File: src/rtl/io_interval_timer.sv
// io_interval_timer
//
// Programmable interval timer on the processor's non-cacheable IO bus.
// The timer has a prescaler that produces a tick every PRESCALE+1 enabled
// cycles. Each tick moves a down-counter (COUNT) toward expiry. On expiry the
// timer raises a sticky pending flag, which software clears by writing 1.
// A second expiry while pending is still set raises the overrun flag.
// In periodic mode COUNT reloads from RELOAD; in one-shot mode the timer
// disables itself.
//
// Register map (byte offsets from BASE_ADDRESS):
//   0x00 CONTROL   bit0 enable, bit1 periodic, bit2 irq_en
//   0x04 PRESCALE  [PRESCALE_WIDTH-1:0]
//   0x08 RELOAD    [COUNTER_WIDTH-1:0]
//   0x0C COUNT     live value, write loads it
//   0x10 STATUS    bit0 pending, bit1 overrun (write-1-to-clear)
//
// Ports:
//   clk            clock
//   reset          asynchronous, active-high reset
//   io_write_en    IO write strobe, one cycle per access
//   io_read_en     IO read strobe, one cycle per access
//   io_address     IO byte address
//   io_write_data  IO write data
//   io_read_data   registered read data, valid the cycle after io_read_en
//   interrupt_req  level interrupt (pending & irq_en)

module io_interval_timer #(
  parameter logic [31:0] BASE_ADDRESS   = 32'hffff1100,
  parameter int          COUNTER_WIDTH  = 32,
  parameter int          PRESCALE_WIDTH = 16
) (
  input  logic        clk,
  input  logic        reset,
  input  logic        io_write_en,
  input  logic        io_read_en,
  input  logic [31:0] io_address,
  input  logic [31:0] io_write_data,
  output logic [31:0] io_read_data,
  output logic        interrupt_req
);

  localparam logic [COUNTER_WIDTH-1:0]  COUNT_ONE    = COUNTER_WIDTH'(1);
  localparam logic [PRESCALE_WIDTH-1:0] PRESCALE_ONE = PRESCALE_WIDTH'(1);

  logic                      enable;
  logic                      periodic;
  logic                      irq_en;
  logic [PRESCALE_WIDTH-1:0] prescale;
  logic [PRESCALE_WIDTH-1:0] prescale_count;
  logic [COUNTER_WIDTH-1:0]  reload;
  logic [COUNTER_WIDTH-1:0]  count;
  logic                      pending;
  logic                      overrun;

  logic sel_control;
  logic sel_prescale;
  logic sel_reload;
  logic sel_count;
  logic sel_status;
  logic wr_control;
  logic wr_prescale;
  logic wr_reload;
  logic wr_count;
  logic wr_status;
  logic tick;
  logic expiry;
  logic enable_rise;
  logic [31:0] read_value;

  // Full 32-bit address decode; anything else is ignored on write and reads 0.
  assign sel_control  = (io_address == BASE_ADDRESS);
  assign sel_prescale = (io_address == BASE_ADDRESS + 32'h04);
  assign sel_reload   = (io_address == BASE_ADDRESS + 32'h08);
  assign sel_count    = (io_address == BASE_ADDRESS + 32'h0c);
  assign sel_status   = (io_address == BASE_ADDRESS + 32'h10);

  assign wr_control  = io_write_en & sel_control;
  assign wr_prescale = io_write_en & sel_prescale;
  assign wr_reload   = io_write_en & sel_reload;
  assign wr_count    = io_write_en & sel_count;
  assign wr_status   = io_write_en & sel_status;

  // A COUNT write in a tick cycle discards that tick, so it cannot expire.
  assign tick        = enable & (prescale_count == '0);
  assign expiry      = tick & ~wr_count & (count == COUNT_ONE);
  assign enable_rise = wr_control & io_write_data[0] & ~enable;

  // Interrupt comes only from registered state, never from the bus inputs.
  assign interrupt_req = pending & irq_en;

  // CONTROL register. A one-shot expiry clears enable, but an explicit
  // CONTROL write in the same cycle takes precedence.
  always_ff @(posedge clk or posedge reset) begin
    if (reset) begin
      enable   <= 1'b0;
      periodic <= 1'b0;
      irq_en   <= 1'b0;
    end else if (wr_control) begin
      enable   <= io_write_data[0];
      periodic <= io_write_data[1];
      irq_en   <= io_write_data[2];
    end else if (expiry && !periodic) begin
      enable <= 1'b0;
    end
  end

  // PRESCALE and RELOAD are plain software-written registers.
  always_ff @(posedge clk or posedge reset) begin
    if (reset) begin
      prescale <= '0;
      reload   <= '0;
    end else begin
      if (wr_prescale) prescale <= io_write_data[PRESCALE_WIDTH-1:0];
      if (wr_reload)   reload   <= io_write_data[COUNTER_WIDTH-1:0];
    end
  end

  // Prescaler: restarts its period when the timer is switched on and after
  // every tick (including a tick discarded by a COUNT write).
  always_ff @(posedge clk or posedge reset) begin
    if (reset) begin
      prescale_count <= '0;
    end else if (enable_rise || tick) begin
      prescale_count <= prescale;
    end else if (enable) begin
      prescale_count <= prescale_count - PRESCALE_ONE;
    end
  end

  // Down-counter. A COUNT of zero stalls until software writes a new value.
  always_ff @(posedge clk or posedge reset) begin
    if (reset) begin
      count <= '0;
    end else if (wr_count) begin
      count <= io_write_data[COUNTER_WIDTH-1:0];
    end else if (tick) begin
      if (count == COUNT_ONE) begin
        count <= periodic ? reload : '0;
      end else if (count != '0) begin
        count <= count - COUNT_ONE;
      end
    end
  end

  // Sticky status flags. Setting beats a same-cycle write-1-to-clear, and
  // overrun looks at pending as it stood before any clear.
  always_ff @(posedge clk or posedge reset) begin
    if (reset) begin
      pending <= 1'b0;
      overrun <= 1'b0;
    end else begin
      if (expiry) begin
        pending <= 1'b1;
      end else if (wr_status && io_write_data[0]) begin
        pending <= 1'b0;
      end
      if (expiry && pending) begin
        overrun <= 1'b1;
      end else if (wr_status && io_write_data[1]) begin
        overrun <= 1'b0;
      end
    end
  end

  // Read mux over the current (pre-write) register values.
  always_comb begin
    read_value = 32'h0;
    if (sel_control) begin
      read_value = {29'h0, irq_en, periodic, enable};
    end else if (sel_prescale) begin
      read_value = 32'(prescale);
    end else if (sel_reload) begin
      read_value = 32'(reload);
    end else if (sel_count) begin
      read_value = 32'(count);
    end else if (sel_status) begin
      read_value = {30'h0, overrun, pending};
    end
  end

  // Read data is held until the next read strobe.
  always_ff @(posedge clk or posedge reset) begin
    if (reset) begin
      io_read_data <= 32'h0;
    end else if (io_read_en) begin
      io_read_data <= read_value;
    end
  end

endmodule

File: config.mk
export PLATFORM = sky130hd
export DESIGN_NAME = io_interval_timer
export DESIGN_NICKNAME = d
export VERILOG_FILES = /design/src/rtl/io_interval_timer.sv
export SDC_FILE = /design/constraint.sdc
export NUM_CORES = 1
export LEC_CHECK = 0
export ABC_CLOCK_PERIOD_IN_PS = 4200
export CORE_AREA = 2 2 161 163
export DETAILED_ROUTE_END_ITERATION = 7
export DIE_AREA = 0 0 163 165
export GPL_TIMING_DRIVEN = 1
export HOLD_SLACK_MARGIN = 0.08
export PLACE_DENSITY = 0.52
export SYNTH_ARGS = -nofsm -noshare
export SYNTH_HDL_FRONTEND = slang
export SYNTH_SLANG_ARGS = --single-unit
export TNS_END_PERCENT = 5
File: constraint.sdc
create_clock -name clk -period 4.2 [get_ports clk]
set_input_delay 0.84 -clock clk [delete_from_list [all_inputs] [get_ports clk]]
set_output_delay 0.84 -clock clk [all_outputs]
set_load 0.005 [all_outputs]
==> out/metrics.yaml, run 1 <==
cells_and_area:
  nFillCells: 2547
  drive_gt1_frac: 0.154
  nets: 956
  n_antenna_cell: 0
  area_delta_synth_final_pct: 26.9
  multi_input_area_mm2: 0.00374
  regArea_mm2: 0.00333
timing:
  setup_ws_ns: 0.818
  clock.fmax_ghz: 0.296
  fin_crit_sh: 0.805
  slew_headroom: 0.226
  hold_viol: 0
  skew_ns: 0.00615
  slew_viol_final: 0
  rsz0062_at_grt: "no"
  tns_ns: 0
  post-route-min-period_ns: 3.38
  worstMarginPinSlew_ns: 1.16
  setup_viol: 0
drt:
  routedWlPerCell_um: 18.1
  drc_errors: 0
  drtPass1Iterations: 4
  wl_met3_um: 1040
  met1_length_um: 10800
  dr_total_vias: 6439
  wl_met2_um: 10100
  final_antenna_net_count: 0
  routed_via_density: 5.26
  top_layer: "met4"
  wirelength_um: 22200
  drt_iter0_markers: 445
job:
  max_cap_violations: 0
clock_tree:
  insertion_delay_ns: 0.42
  cts_setup_buffers: 0
  h-tree-depth: 4
  cts_tree: "yes"
  cts.sink_count: 133
  clk_path_buf_depth: 2
  cts-resized-gates: 0
  path_clk_slew_ns: 0.06
  root_buffer: "clkbuf_16"
  cts_buffers: 17
  cts_hold_buf: 0
yosys:
  synth_edf_count: 0
  synth_fp_nets: 864
  synthCells: 791
  synth_top_flop_cell: "dfrtp_1"
  synth_cell_types: 59
  ys_ff_latch: 133
  synth.area.top_cells: "dfrtp_1, mux2_2, o21ai_0, nand2_1, o22ai_1"
  ys_warn_count: 0
  synth_most_common_cell: "dfrtp_1"
  synthArstFlopShare: 1.00
  synth.avg_cell_area_um2: 9.42
  synth_common_cells: "dfrtp_1, mux2_2, nand2_1, nor2_1, o21ai_0"
  synth_top_cell_by_area: "dfrtp_1"
  synth_seq_area_share: 0.447
  syn_area_mm2: 0.00745
  synth_top_area_share: 0.447
die:
  die_w_um: 163
  start_util: 0.298
  rows: 58
  dieHeight_um: 165
  ios: 101
  core_area_mm2: 0.0250
  die-area_mm2: 0.0269
power_and_ir_drop:
  power.density_mw_per_mm2: 310
  irDropWorstVdd_v: 0.000168
  p_leak_nw: 3.76
min_path:
  worstHoldPathType: "reg -> reg"
global_routing:
  grt_pass1_vias: 6208
  grt_pass1_wl_um: 35100
  grt_max_degree: 87
  grtUsageTotal: 0.169
  antenna_found_initial: 0
  gr-total-overflow: 0
setup_path:
  crit_path_max_fanout: 17
  critPathKind: "reg -> reg"
  critical_path_arrival_ns: 3.67
  start_kind: "register"
  end_kind: "register"
  crit_required_ns: 4.49
placement:
  port_buffers: 100
  dpl_worst_slack_ns: 0.464
  gp_congestion: 0.789
  dp_hpwl_um: 15200
status:
  status: "completed"
## layout by cell type (no fill, tap or decap), types with 5 or more instances in the layout
cell type and count:
dfrtp_1 133, clkdlybuf4s50_1 99, mux2_2 69, nand2_1 65
nor2_1 51, o21ai_0 49, a21oi_1 46, inv_1 41
o22ai_1 39, nand3_1 24, buf_4 21, a22oi_1 20
mux2i_1 20, nor3_1 19, nand4_1 18, clkbuf_16 17
nor4_1 13, a31oi_1 9, or3_1 9, xor2_1 8
nand2b_1 8, o31ai_1 7, a311oi_1 7, nor2b_1 7
or4_1 6, xnor2_1 6, clkinv_2 6, o31a_1 5
ha_1 5
## report_power, final
part / internal (W) / total [W] / leakage [nW] / switching (W)
clock network: 0.000910 / 0.00148 / 0.284 / 0.000567
registers: 0.00128 / 0.00128 / 1.69 / 0.000000635
logic: 0.0000823 / 0.000168 / 1.78 / 0.0000856
total: 0.00228 / 0.00293 / 3.76 / 0.000653
## cell type report
class	instances	area share
inverter	42	0.0171
tap	330	0.0437
multi-input combinational	564	0.396
sequential	133	0.352
clock inverter	10	0.0111
timing repair buffer	125	0.130
clock buffer	21	0.0497
## flip-flops by register name, indices dropped and copies added (netlist names), 16 cells and up
| register | count |
|---|---|
| prescale_count | 16 |
| reload | 32 |
| prescale | 16 |
| io_read_data | 32 |
| count | 32 |
## cells by family (layout without fill, tap and decap cells)
family / Yosys count / after routing / share of synthesized area
compound gates: 210 / 210 / 0.174
flops: 133 / 133 / 0.447
fa+ha+maj: 5 / 5 / 0.00840
mux: 90 / 90 / 0.134
buf+inv: 94 / 198 / 0.0519
simple gates: 245 / 245 / 0.168
xor+xnor: 14 / 14 / 0.0165
## stage by stage
step	utilization	hold WS [ns]	total power [W]	cell area (um2)	instances
4_1_cts	0.378	0.511	0.00296	9460	1225
3_3_place_gp	0.355	0.506	0.00148	8880	1194
3_5_place_dp	0.355	0.498	0.00148	8880	1194
6_report	0.378	0.506	0.00293	9460	1225
2_1_floorplan	-	0.463	0.00137	7450	791
5_1_grt	0.378	0.541	0.00303	9460	1225
## per-layer routing
| layer | track usage | vias to the layer above |
|---|---|---|
| met3 | 0.0329 | 17 |
| met5 | 0 | - |
| met4 | 0.0422 | 0 |
| li1 | - | 3084 |
| met1 | 0.234 | 3179 |
| met2 | 0.270 | 159 |
## path summary, 6_finish.rpt
kind / startpoint / endpoint / slack [ns] / cells after the start
worst max-delay path: count[14] / enable / 0.82 / 7
worst min-delay path: overrun / overrun / 0.51 / 2
worst max register to register: count[14] / enable / 0.82 / 7
worst min register to register: overrun / overrun / 0.51 / 2
max in group asynchronous: reset / io_read_data[1] / 2.86 / 3
min in group asynchronous: reset / io_read_data[26] / 0.86 / 3
## worst max-delay path: stages (launching register included)
cell and delay, ns:
dfrtp_1 0.45, or4_4 0.57, or4_1 0.62, nor4_4 0.49
nand2_1 0.28, buf_4 0.28, o311ai_0 0.46, nand2_1 0.10
Note: power is estimated with default switching activity, not from simulation.
==> run 2: changes to the inputs <==
--- a/config.mk
+++ b/config.mk
@@ -5,13 +5,13 @@
 export SDC_FILE = /design/constraint.sdc
 export NUM_CORES = 1
 export LEC_CHECK = 0
-export ABC_CLOCK_PERIOD_IN_PS = 4200
+export ABC_CLOCK_PERIOD_IN_PS = 3450
 export CORE_AREA = 2 2 161 163
 export DETAILED_ROUTE_END_ITERATION = 7
 export DIE_AREA = 0 0 163 165
 export GPL_TIMING_DRIVEN = 1
 export HOLD_SLACK_MARGIN = 0.08
-export PLACE_DENSITY = 0.52
+export PLACE_DENSITY = 0.5
 export SYNTH_ARGS = -nofsm -noshare
 export SYNTH_HDL_FRONTEND = slang
 export SYNTH_SLANG_ARGS = --single-unit
==> constraint.sdc (replaced) <==
create_clock -name clk -period 3.45 [get_ports clk]
set_input_delay 0.69 -clock clk [delete_from_list [all_inputs] [get_ports clk]]
set_output_delay 0.69 -clock clk [all_outputs]
set_load 0.005 [all_outputs]
==> run 2 against run 1 <==
  * Critical endpoint is now count[14]
  * First-iteration DRC count decreased by 2.9%
  * Fmax increased by 9.9%
  * Global-route usage rose by 0.41 points
  * Worst setup slack got worse by 0.45 ns
  * Combinational power rose by 23%
  * Sequential share of layout area decreased by 0.81 points
  * Clock skew is 0.0026 ns higher
==> out/metrics.yaml, run 2 (synthesis gave the netlist of run 1 again) <==
status:
  status: "completed"  # unchanged
setup_path:
  timing.rr.end: "count[14]"  # was enable
  crit_required_ns: 3.82  # was 4.49 ns
  critical_path_arrival_ns: 3.44  # was 3.67 ns
  critPathKind: "reg -> reg"  # unchanged
  r2r_slack_ns: 0.37  # was 0.82 ns
  start_kind: "register"  # unchanged
  r2r_cells: 7  # unchanged
  reg2reg_from: "count[28]"  # was count[14]
  end_kind: "register"  # unchanged
  crit_path_max_fanout: 8  # was 17
placement:
  placed_area_mm2: 0.00903  # was 0.00888 mm2
  dp_hpwl_um: 16100  # was 15200 um
  port_buffers: 100  # unchanged
  gp_congestion: 0.829  # was 0.789
drt:
  routedWlPerCell_um: 18.3  # was 18.1 um
  drc_errors: 0  # unchanged
  wirelength_um: 22700  # was 22200 um
  routed_via_density: 5.17  # was 5.26
  dr_total_vias: 6425  # was 6439
  final_antenna_net_count: 0  # unchanged
  drt_iter0_markers: 432  # was 445
  drtPass1Iterations: 5  # was 4
cells_and_area:
  top_regs: "count x32, io_read_data x32, reload x32"  # unchanged
  final_cell_mix: "dfrtp_1, clkdlybuf4s50_1, mux2_2"  # unchanged
  design_area_mm2: 0.00968  # was 0.00946 mm2
  area_delta_synth_final_pct: 29.9  # was 26.9%
  nets: 973  # was 956
  n_antenna_cell: 0  # unchanged
  utilization: 0.387  # was 0.378
  drive_gt1_frac: 0.170  # was 0.154
  layout_commonest_cell: "dfrtp_1"  # unchanged
job:
  max_cap_violations: 0  # unchanged
global_routing:
  grtUsageTotal: 0.173  # was 0.169
  grt_pass1_wl_um: 35800  # was 35100 um
  grt_max_degree: 61  # was 87
  antenna_found_initial: 0  # unchanged
  grt_pass1_vias: 6434  # was 6208
  gr-total-overflow: 0  # unchanged
timing:
  tns_ns: 0  # unchanged
  hold_viol: 0  # unchanged
  clock.fmax_ghz: 0.325  # was 0.296 GHz
  fin_crit_sh: 0.892  # was 0.805
  rsz0062_at_grt: "no"  # unchanged
  slew_headroom: 0.321  # was 0.226
  hold_slack_ns: 0.519  # was 0.506 ns
  post-route-min-period_ns: 3.08  # was 3.38 ns
  skew_ns: 0.00875  # was 0.00615 ns
  setup_viol: 0  # unchanged
  slew_viol_final: 0  # unchanged
  worstMarginPinSlew_ns: 1.02  # was 1.16 ns
power_and_ir_drop:
  clkPwrFrac: 0.532  # was 0.504
  power.density_mw_per_mm2: 390  # was 310 mW/mm2
  internal_power_w: 0.00296  # was 0.00228 W
  switching_power_w: 0.000814  # was 0.000653 W
  seqPwrFrac: 0.414  # was 0.438
  switching_share: 0.215  # was 0.223
  irDropWorstVdd_v: 0.000254  # was 0.000168 V
  combinationalPowerShare: 0.055  # was 0.057
  p_leak_nw: 3.87  # was 3.76 nW
  power.total_w: 0.00378  # was 0.00293 W
min_path:
  hold_depth: 2  # unchanged
  whs_endpoint: "overrun"  # unchanged
  worstHoldPathType: "reg -> reg"  # unchanged
  holdCritStartpoint: "overrun"  # unchanged
clock_tree:
  path_clk_slew_ns: 0.06  # about the same
  cts.sink_count: 133  # unchanged
  insertion_delay_ns: 0.42  # about the same
  clk_path_buf_depth: 2  # unchanged
  root_buffer: "clkbuf_16"  # unchanged
  cts_tree: "yes"  # unchanged
  cts-resized-gates: 0  # unchanged
  cts_setup_buffers: 0  # unchanged
  h-tree-depth: 4  # unchanged
  cts_buffers: 17  # unchanged
  cts_hold_buf: 0  # unchanged
die:
  dieHeight_um: 165  # unchanged
  start_util: 0.298  # unchanged
  core_area_mm2: 0.0250  # unchanged
  die_w_um: 163  # unchanged
  ios: 101  # unchanged
  die-area_mm2: 0.0269  # unchanged
  rows: 58  # unchanged
[run 2: changes by cell type in the layout (fill, tap and decap cells not counted), sizes merged]
cell | previous run | this run
bufinv | 2 | 5
buf | 26 | 43
clkinvlp | 3 | 4
clkbuf | 21 | 19
clkinv | 6 | 4
[run 2: critical path, cell delays in order, from the launching register on]
cell and delay [ns]:
dfrtp_1 0.43, or4_1 0.56, or4_1 0.51, nor4_4 0.48
o21ai_0 0.29, a22o_1 0.30, a211oi_1 0.34, a21o_1 0.12
[run 2: final cells by class]
cell class / count / area (um2)
multi-input cells: 564 / 3740
well taps: 330 / 413
flip-flops and latches: 133 / 3330
fillers: 2537 / 15400
repair buffers: 142 / 1390
inverters: 42 / 161
clock buffers: 19 / 443
clock inverters: 12 / 204
[run 2: how the worst max path moves through the flow]
stage                   startpoint         end  cells past startpoint
global placement    io_address[13]  reload[14]                      8
CTS                      count[28]   count[14]                      7
floorplan           io_address[30]   count[11]                      7
finish                   count[28]   count[14]                      7
detailed placement   io_address[1]   reload[0]                      8
global route             count[29]   count[14]                      7
[run 2: power groups by stage]
stage | logic (W) | registers, W | clock network (W)
6_report | 0.000207 | 0.00156 | 0.00201
5_1_grt | 0.000226 | 0.00156 | 0.00211
4_1_cts | 0.000214 | 0.00156 | 0.00205
3_5_place_dp | 0.000213 | 0.00159 | 0
3_3_place_gp | 0.000214 | 0.00159 | 0
2_1_floorplan | 0.0000729 | 0.00159 | 0
[run 2: metrics by stage]
step                worst slack [ns]  instances
global route                   0.203       1242
floorplan                      0.446        791
CTS                            0.357       1242
detailed placement            0.0152       1211
finish                         0.372       1242
global placement              0.0887       1211
[run 2: metal layers]
metal  global-route usage  up-vias  share of wire
met5                    0        -              0
met4               0.0499        0          0.015
met3               0.0301       24          0.041
met2                0.282      155           0.46
li1                     -     3129              -
met1                0.236     3117           0.49
==> run 3: changes to the inputs <==
--- a/config.mk
+++ b/config.mk
@@ -7,6 +7,7 @@
 export LEC_CHECK = 0
 export ABC_CLOCK_PERIOD_IN_PS = 3450
 export CORE_AREA = 2 2 161 163
+export CTS_CLUSTER_SIZE = 14
 export DETAILED_ROUTE_END_ITERATION = 7
 export DIE_AREA = 0 0 163 165
 export GPL_TIMING_DRIVEN = 1
==> results of run 3 <==
The final DEF is identical to that of run 2; final timing and power are the same.
==> RTL edit (flow settings as in run 1) <==
The parameter `PRESCALE_WIDTH` goes from 16 to 20.
--- a/src/rtl/io_interval_timer.sv
+++ b/src/rtl/io_interval_timer.sv
@@ -30,3 +30,3 @@
   parameter int          COUNTER_WIDTH  = 32,
-  parameter int          PRESCALE_WIDTH = 16
+  parameter int          PRESCALE_WIDTH = 20
 ) (
Formal check against the unedited RTL: not equivalent (Yosys sat finds a counterexample within 4 cycles, from zero or initial values and one cycle with reset high).
==> RTL edit against run 1 <==
  * Total power up 5.7%
  * Cell area is 6.3% higher
  * Sequential share of layout area fell by 0.081 points
  * Register-to-register slack improved by 0.19 ns
  * Clock power grew 7%
  * Setup slack better by 0.17 ns
  * Core utilization increased by 2.4 points
  * Sequential cell count is 8 higher
  * Via count rose by 11%
  * Synthesized cell count rose by 9.1%
  * First-iteration DRC count decreased by 5.6%
  * Critical endpoint is now prescale_count[13]
  * Largest power group unchanged
  * Area after synthesis increased by 8.2%
  * Wire length grew 15%
==> RTL edit: results (changes against run 1) <==
* Met1 usage at 27.8% (+4.4 points)
* Detailed Route WL at 25,500 um (+15%)
* Seq/Total Area, Yosys at 43.8% (-0.90 points)
* First-pass GRT wire length at 41,400 um (+18%)
* Leak Pwr at 4.05 nW (+7.8%)
* VDD IR max at 0.198 mV (+18%)
* RD Place Congestion at 0.874 (+11%)
* Met2 usage at 31.0% (+3.9 points)
* Largest net degree at the start of global routing at 142 (+63%)
* Met3 global-route usage at 3.21% (-0.075 points)
* Most instantiated cells after synthesis: 141 x dfrtp_1, 77 x nand2_1, 54 x inv_1, 54 x o21ai_0, 52 x mux2_2
* Worst Path Max Fanout at 16 (-1)
* Status: finished clean
* Synth Area in Adders at 0.776% (-0.064 points)
* Syn nets at 936 (+8.3%)
* Synth area leaders: dfrtp_1 44%, mux2_2 7.3%, mux2i_1 3.7%
* Worst Tran Pin Value at 0.842 ns (-0.318 ns)
* Clock Skews at 0.0136 ns (+0.00749 ns)
* Int Pwr at 0.00233 W (+2.6%)
* Routed vias/inst at 5.55 (+5.5%)
* CP Data Arrival Time at 3.53 ns (-0.14 ns)
* Post-synthesis xor/xnor area fraction at 1.96% (+0.31 points)
* Layout cells sized above 1 at 12.9% (-2.5 points)
* Vias in the first global route at 7,252 (+17%)
* CP peak stage delay at 0.64 ns (+0.02 ns)
* Post-DP HPWL at 17,600 um (+16%)
RTL edit: per-layer routing:
layer / share of wire (%) / up-vias
li1: - / 3362
met1: 48 / 3552
met2: 45 / 177
met3: 4.5 / 36
met4: 2.1 / 0
met5: 0 / -
RTL edit: power groups by stage:
| stage | Combinational [W] | Sequential [W] | Clock [W] |
|---|---|---|---|
| floorplan | 0.0000615 | 0.00138 | 0 |
| global placement | 0.000165 | 0.00138 | 0 |
| detailed placement | 0.000164 | 0.00138 | 0 |
| CTS | 0.000165 | 0.00136 | 0.00161 |
| global route | 0.000176 | 0.00136 | 0.00166 |
| finish | 0.000162 | 0.00136 | 0.00158 |
RTL edit: final cells by class:
cell class                 count  area [sq um]
sequential                   141          3530
timing repair buffer         124          1210
clock buffer                  17           425
inverter                      54           206
tap                          330           413
multi-input combinational    604          4090
clock inverter                15           176
fill                        2481         15000
RTL edit: stage by stage:
step	std cells	power, W	instance area (sq um)	util (%)	setup slack, ns
finish	1285	0.00310	10000	40.1	0.992
global route	1285	0.00320	10000	40.1	0.742
CTS	1285	0.00313	10000	40.1	0.999
detailed placement	1253	0.00155	9450	37.7	0.541
global placement	1253	0.00155	9450	37.7	0.566
floorplan	863	0.00145	8070	-	1.22
RTL edit: final timing paths:
| path | cells after the start | slack (ns) | to | startpoint |
|---|---|---|---|---|
| min | 1 | 0.52 | prescale_count[13] | prescale_count[13] |
| max reg2reg | 7 | 1.01 | count[27] | count[14] |
| min reg2reg | 1 | 0.52 | prescale_count[13] | prescale_count[13] |
| max in group asynchronous | 3 | 2.58 | count[29] | reset |
| max | 7 | 0.99 | prescale_count[13] | io_address[23] |
| min in group asynchronous | 3 | 0.95 | io_read_data[22] | reset |
